===== config.mk =====
export PLATFORM = sky130hd
export DESIGN_NAME = mem_access_ctrl
export DESIGN_NICKNAME = d
export VERILOG_FILES = /design/src/rtl/mem_access_ctrl_pkg.sv /design/src/rtl/mem_access_ctrl_align.sv /design/src/rtl/mem_access_ctrl.sv
export SDC_FILE = /design/constraint.sdc
export NUM_CORES = 1
export LEC_CHECK = 0
export BUFFER_PORTS_ARGS = -buffer_cell sky130_fd_sc_hd__buf_2
export CAP_MARGIN = 25
export CORE_ASPECT_RATIO = 0.6
export CORE_MARGIN = 5
export CORE_UTILIZATION = 48
export CTS_CLUSTER_DIAMETER = 200
export DETAILED_ROUTE_END_ITERATION = 8
export GPL_TIMING_DRIVEN = 0
export PLACE_DENSITY = 0.75
export RECOVER_POWER = 100
export SYNTH_ARGS = -nofsm -noshare
export SYNTH_HDL_FRONTEND = slang
export SYNTH_HIERARCHICAL = 1
export SYNTH_SLANG_ARGS = --single-unit

===== constraint.sdc =====
create_clock -name clk -period 3.15 [get_ports clk]
set_input_delay 0.945 -clock clk [delete_from_list [all_inputs] [get_ports clk]]
set_output_delay 0.945 -clock clk [all_outputs]
set_load 0.02 [all_outputs]

===== src/rtl/mem_access_ctrl_pkg.sv =====
// LC-3b shared types for the memory stage: opcodes, MEM FSM states, captured-request payload.
package lc3b_types;

    localparam int unsigned WORD_W = 16;
    localparam int unsigned BE_W   = 2;

    typedef logic [WORD_W-1:0] lc3b_word;

    typedef enum logic [3:0] {
        OP_BR  = 4'b0000, OP_ADD = 4'b0001, OP_LDB = 4'b0010, OP_STB  = 4'b0011,
        OP_JSR = 4'b0100, OP_AND = 4'b0101, OP_LDR = 4'b0110, OP_STR  = 4'b0111,
        OP_RTI = 4'b1000, OP_NOT = 4'b1001, OP_LDI = 4'b1010, OP_STI  = 4'b1011,
        OP_JMP = 4'b1100, OP_SHF = 4'b1101, OP_LEA = 4'b1110, OP_TRAP = 4'b1111
    } lc3b_opcode;

    typedef enum logic [1:0] {IDLE, ACCESS, INDIR} mem_state_t;

    typedef struct packed {
        lc3b_opcode op;
        lc3b_word   addr;
        lc3b_word   wdata;
    } mem_req_t;

    function automatic logic is_mem_op(lc3b_opcode op);
        return (op == OP_LDR) || (op == OP_LDB) || (op == OP_STR) ||
               (op == OP_STB) || (op == OP_LDI) || (op == OP_STI);
    endfunction

    function automatic logic is_indirect(lc3b_opcode op);
        return (op == OP_LDI) || (op == OP_STI);
    endfunction

    function automatic logic is_direct_store(lc3b_opcode op);
        return (op == OP_STR) || (op == OP_STB);
    endfunction

endpackage


===== src/rtl/mem_access_ctrl_align.sv =====
// Byte-lane helper: LDB byte extract with sign extension, STB data replication and lane enables.
module mem_byte_align
    import lc3b_types::*;
(
    input  logic            addr_lsb,
    input  lc3b_word        rdata,
    input  lc3b_word        wdata,
    output lc3b_word        ldb_data,
    output lc3b_word        stb_wdata,
    output logic [BE_W-1:0] stb_be
);

    logic [7:0] rbyte;

    always_comb begin
        rbyte     = addr_lsb ? rdata[15:8] : rdata[7:0];
        ldb_data  = {{8{rbyte[7]}}, rbyte};
        stb_wdata = {wdata[7:0], wdata[7:0]};
        stb_be    = addr_lsb ? 2'b10 : 2'b01;
    end

endmodule


===== src/rtl/mem_access_ctrl.sv =====
// LC-3b memory stage: captures one instruction from EX and sequences its dcache access(es).
// Optional stall-cycle counter enabled by defining MEM_PERF_CNT_EN.
module mem_access_ctrl
    import lc3b_types::*;
#(
    parameter int unsigned ADDR_W = 16,
    parameter int unsigned DATA_W = 16
) (
    input  logic              clk,
    input  logic              reset_n,
    input  logic              load_mem,
    input  logic              valid_in,
    input  logic [3:0]        op_in,
    input  logic [ADDR_W-1:0] addr_in,
    input  logic [DATA_W-1:0] wdata_in,
    input  logic              dmem_resp,
    input  logic [DATA_W-1:0] dmem_rdata,
    output logic              dmem_read,
    output logic              dmem_write,
    output logic [ADDR_W-1:0] dmem_address,
    output logic [DATA_W-1:0] dmem_wdata,
    output logic [1:0]        dmem_byte_enable,
    output logic              mem_stall,
    output logic              wb_valid,
    output logic [DATA_W-1:0] wb_data,
    output logic [31:0]       perf_stall_cycles
);

    mem_state_t state_q, state_d;
    mem_req_t   req_q, req_d;
    lc3b_word   ptr_q, ptr_d;
    logic       wb_valid_d;
    lc3b_word   wb_data_d;
    lc3b_opcode op_new;
    lc3b_word   ldb_data, stb_wdata;
    logic [1:0] stb_be;
    logic       final_acc_c, resp_final_c, capture_ok_c, capture_legal_c;

    assign op_new = lc3b_opcode'(op_in);

    mem_byte_align u_align (
        .addr_lsb  (req_q.addr[0]),
        .rdata     (dmem_rdata),
        .wdata     (req_q.wdata),
        .ldb_data  (ldb_data),
        .stb_wdata (stb_wdata),
        .stb_be    (stb_be)
    );

    // A new capture is accepted while idle or alongside the last response of the current op.
    always_comb begin
        final_acc_c     = (state_q == INDIR) || ((state_q == ACCESS) && !is_indirect(req_q.op));
        resp_final_c    = dmem_resp && final_acc_c;
        mem_stall       = (state_q != IDLE) && !resp_final_c;
        capture_ok_c    = (state_q == IDLE) || resp_final_c;
        // a non-mem op next to a final response would need a second wb slot, so it is illegal
        capture_legal_c = (state_q == IDLE) ||
                          (resp_final_c && (!valid_in || is_mem_op(op_new)));
    end

    // Request decode from registered state and captured instruction.
    always_comb begin
        dmem_read        = 1'b0;
        dmem_write       = 1'b0;
        dmem_address     = '0;
        dmem_wdata       = req_q.wdata;
        dmem_byte_enable = 2'b11;
        case (state_q)
            ACCESS: begin
                dmem_write   = is_direct_store(req_q.op);
                dmem_read    = !is_direct_store(req_q.op);
                dmem_address = ((req_q.op == OP_LDB) || (req_q.op == OP_STB)) ?
                               req_q.addr : {req_q.addr[15:1], 1'b0};
                if (req_q.op == OP_STB) begin
                    dmem_wdata       = stb_wdata;
                    dmem_byte_enable = stb_be;
                end
            end
            INDIR: begin
                dmem_read    = (req_q.op == OP_LDI);
                dmem_write   = (req_q.op == OP_STI);
                dmem_address = {ptr_q[15:1], 1'b0};
            end
            default: ;
        endcase
    end

    // Next-state, capture and writeback result.
    always_comb begin
        state_d    = state_q;
        req_d      = req_q;
        ptr_d      = ptr_q;
        wb_valid_d = 1'b0;
        wb_data_d  = wb_data;
        case (state_q)
            ACCESS: begin
                if (dmem_resp) begin
                    if (is_indirect(req_q.op)) begin
                        ptr_d   = dmem_rdata;
                        state_d = INDIR;
                    end else begin
                        state_d    = IDLE;
                        wb_valid_d = 1'b1;
                        case (req_q.op)
                            OP_LDR:  wb_data_d = dmem_rdata;
                            OP_LDB:  wb_data_d = ldb_data;
                            default: wb_data_d = req_q.addr;
                        endcase
                    end
                end
            end
            INDIR: begin
                if (dmem_resp) begin
                    state_d    = IDLE;
                    wb_valid_d = 1'b1;
                    wb_data_d  = (req_q.op == OP_LDI) ? dmem_rdata : ptr_q;
                end
            end
            default: ;
        endcase
        if (load_mem && valid_in && capture_ok_c) begin
            if (is_mem_op(op_new)) begin
                req_d   = '{op: op_new, addr: addr_in, wdata: wdata_in};
                state_d = ACCESS;
            end else if (state_q == IDLE) begin
                wb_valid_d = 1'b1;
                wb_data_d  = addr_in;
            end
        end
    end

    always_ff @(posedge clk or negedge reset_n) begin
        if (!reset_n) begin
            state_q  <= IDLE;
            req_q    <= '0;
            ptr_q    <= '0;
            wb_valid <= 1'b0;
            wb_data  <= '0;
        end else begin
            state_q  <= state_d;
            req_q    <= req_d;
            ptr_q    <= ptr_d;
            wb_valid <= wb_valid_d;
            wb_data  <= wb_data_d;
        end
    end

`ifdef MEM_PERF_CNT_EN
    logic [31:0] perf_q;

    // Saturating count of cycles EX is held.
    always_ff @(posedge clk or negedge reset_n) begin
        if (!reset_n) begin
            perf_q <= '0;
        end else if (mem_stall && (perf_q != 32'hFFFF_FFFF)) begin
            perf_q <= perf_q + 32'd1;
        end
    end

    assign perf_stall_cycles = perf_q;
`else
    assign perf_stall_cycles = 32'd0;
`endif

`ifndef SYNTHESIS
    load_mem_protocol: assert property (@(posedge clk) disable iff (!reset_n)
                                        load_mem |-> capture_legal_c)
        else $error("mem_access_ctrl: load_mem while MEM busy");
`endif

endmodule

==> metrics.md <==
| Metric | Value |
|---|---|
| Critical path startpoint category | `register` |
| Slew margin rel. | `-21.8%` |
| Post-synth ARST share | `100%` |
| Post-Syn Area | `around 4700 um^2` |
| Post-synth top area share | `38.0%` |
| Wire length per cell | `roughly 19 um` |
| Slew @ Worst Pin | `roughly 1.8 ns` |
| RSZ-0062 raised after global routing | `false` |
| Setup-failing EPs final | `0` |
| DRT Pass-1 Iters | `5` |
| Switching Share | `40.1%` |
| Vias in the first global route | `between 3k and 4k` |
| Worst EP arrival | `between 2 and 2.5 ns` |
| Post-DP HPWL | `10200 um` |
| Crit. Startpoint | `req_q[34]$_DFFE_PN0P_` |
| Syn. warnings | `6` |
| Multi-input gate area | `2400 um^2` |
| Vias | `4048` |
| Unique masters post-synth | `34` |
| Core Region | `9360 um^2` |
| Critical path class | `reg -> out` |
| Mapped Avg Cell Area | `roughly 11 um^2` |
| Post-route clock period utilization | `98.3%` |
| Max cap viols | `1` |
| Internal | `around 3.4 mW` |
| Global route overflow | `0` |
| Clk sink count | `roughly 70` |
| Flop pwr share | `a little under a third` |
| Diode count | `0` |
| Post-synth EDFFs | `0` |
| Post-Syn Instances | `approximately 440` |
| Initial antenna violation count | `1` |
| Placed Cells | `715` |
| Critical path required time | `between 2 and 2.5 ns` |
| Status | `finished, violations left` |
| Reg2reg setup slack | `0.36 ns` |
| Synth area leaders | `dfrtp_1, mux2_2, buf_4` |
| Starting Density | `around half` |
| CTS max path bufs | `2` |
| I/O Pins | `143` |
| Clock transition at path regs | `approximately 0.06 ns` |
| Reg area | `roughly 1800 um^2` |
| Die width | `approximately 140 um` |
| Largest net degree at the start of global routing | `72` |
| Hold Crit Start | `req_q[15]$_DFFE_PN0P_` |
| Gpl congestion | `0.882` |
| Pleak | `roughly 2.8 nW` |
| Peak VDD IR | `about 490 uV` |
| Residual DRC | `0` |
| Synth area leader | `dfrtp_1` |
| Most used DFF post-synth | `dfrtp_1` |
| Starting DRT DRC Count | `between 400 and 500` |
| Via density | `approximately 5.5` |
| Clock share of power | `19.8%` |
| First-pass GRT wire length | `21600 um` |
| Max-slew violations | `between 70 and 80` |
| CTS Hold Bufs | `0` |
| Fraction of layout cells with a size suffix above 1 | `about two fifths` |
| Failing checks | `max-capacitance violations, max-slew violations` |
| CTS H-tree depth | `3` |
| Synthesized flop and latch total | `between 70 and 80` |
| Tmin final | `3.10 ns` |
| Non-filler instance count after layout | `approximately 740` |
| CP max FO | `10` |
| Detailed-route wire length | `14100 um` |
| DIE AREA | `~12000 um^2` |
| CTS root buf | `clkbuf_16` |
| Hold WC Path Type | `reg -> reg` |
| IO Port Bufs | `between 100 and 150` |
| Fin Clk Skew | `slightly below 0.003 ns` |
| Die Y | `86.5 um` |
| Pwr Density | `963 nW/um^2` |
| Nets | `between 600 and 700` |
| Sequential area share after synthesis | `38.0%` |
| Fill cells | `between 700 and 800` |
| Row count | `27` |
| Final hold vios | `0` |
| Psw | `between 2 and 2.5 mW` |
| Area grow syn2layout | `25.7%` |
| Worst r2r src | `req_q[35]$_DFFE_PN0P_` |
| Post-route antenna net violation count | `0` |
| Worst Setup End Kind | `output port` |
| Fmax | `around 0.32 GHz` |
| CTS tree | `done` |
| Overall Power | `about 5.7 mW` |
| GRT Resource Usage Total | `23.6%` |
| Worst skew pair latency | `0.34 ns` |
| Combinational power share | `between 40% and 50%` |
| Clock buffer count from CTS | `9` |
## path summary, 6_finish.rpt
path | end | depth (start not counted)
max in group asynchronous | wb_data[10]$_DFF_PN0_ | 1
worst max register to register | req_q[23]$_DFFE_PN0P_ | 7
worst max-delay path | dmem_wdata[9] | 7
min in group asynchronous | req_q[6]$_DFFE_PN0P_ | 1
worst min-delay path | req_q[15]$_DFFE_PN0P_ | 1
worst min register to register | req_q[15]$_DFFE_PN0P_ | 1
## flip-flops by register name (all words and copies together), names as in the netlist
| name | cells |
|---|---|
| wb_data | 16 |
| wb_valid | 1 |
| req_q | 36 |
| ptr_q | 16 |
| state_q | 2 |
## cells by family (layout without fill, tap and decap cells)
| logic type | after synthesis | in the layout | synth area share (%) |
|---|---|---|---|
| mux | 108 | 108 | 27.1 |
| simple gates | 95 | 95 | 8.71 |
| buf+inv | 91 | 221 | 12.8 |
| compound gates | 75 | 75 | 12.5 |
| flops | 71 | 71 | 38.0 |
| fa+ha+maj | 3 | 3 | 0.802 |
| other cells | 1 | 32 | 0.0801 |
## critical path: stages (launching register included)
cell and delay [ns]:
dfrtp_1 0.42, buf_8 0.14, nor3b_4 0.23, and3_4 0.25
buf_12 0.14, clkbuf_16 0.15, mux2_2 0.32, buf_2 0.16
## power groups by stage
stage | clock (mW) | combinational, mW | sequential (mW)
floorplan | 0 | 1.97 | 1.73
global placement | 0 | 2.69 | 1.68
detailed placement | 0 | 2.75 | 1.72
CTS | 1.12 | 2.81 | 1.71
global route | 1.17 | 3.02 | 1.79
finish | 1.12 | 2.81 | 1.73
## cell usage after synthesis (2+ instances only)
cell and count:
nand2_1 54, o211ai_1 32, nor2_1 26, o21ai_0 3, buf_4 58, a21o_1 2
buf_6 4, and3_1 2, ha_1 3, buf_2 9, buf_1 3, and2_1 2
mux2_4 25, a22o_1 15, mux2i_1 33, dfrtp_1 71, mux2_2 50, clkbuf_1 14
inv_1 3, nand2b_1 4, a21oi_1 3, a41oi_1 16
## repair_timing
action                                  in CTS  in global routing
gates cloned                                 0                  1
gates resized for setup                     19                 11
buffers inserted                             0                  5
pin swaps                                    1                  3
endpoints found under the setup margin      36                 24
## per-stage QoR
stage	instance area, um^2	setup WS [ns]	util (%)	hold slack (ns)	TNS, ns
floorplan	4800	0.284	-	0.477	0
global route	5880	0.00240	62.9	0.511	0
detailed placement	5510	-0.394	58.9	0.491	-3.58
global placement	5510	-0.349	58.9	0.485	-2.69
finish	5880	0.0537	62.9	0.487	0
CTS	5890	0.00119	62.9	0.504	0
## area by class of cell
type | instances | share of cell area, %
plain buffers | 86 | 10.5
inverters | 3 | 0.191
flip-flops and latches | 71 | 30.2
clock buffers | 13 | 4.42
well taps | 130 | 2.76
multi-input cells | 313 | 40.8
repair buffers | 116 | 10.0
clock inverters | 3 | 1.11
## metal layers
layer,vias up,track usage (%),routed length [um]
met1,1981,33.3,6260
met2,221,35.8,6260
met3,24,6.61,1330
met5,-,0,13
met4,2,6.16,216
li1,1820,-,-
## cell usage in the layout, fill, tap and decap left out, drive strengths merged, types with 3 or more instances in the layout
| cell type | n |
|---|---|
| buf | 165 |
| mux2 | 75 |
| dfrtp | 71 |
| nand2 | 54 |
| clkbuf | 50 |
| mux2i | 33 |
| o211ai | 32 |
| conb | 32 |
| nor2 | 26 |
| a41oi | 16 |
| a22o | 15 |
| nand2b | 4 |
| a21oi | 4 |
| o21ai | 3 |
| inv | 3 |
| ha | 3 |
Power figures use the tool's default switching activity.
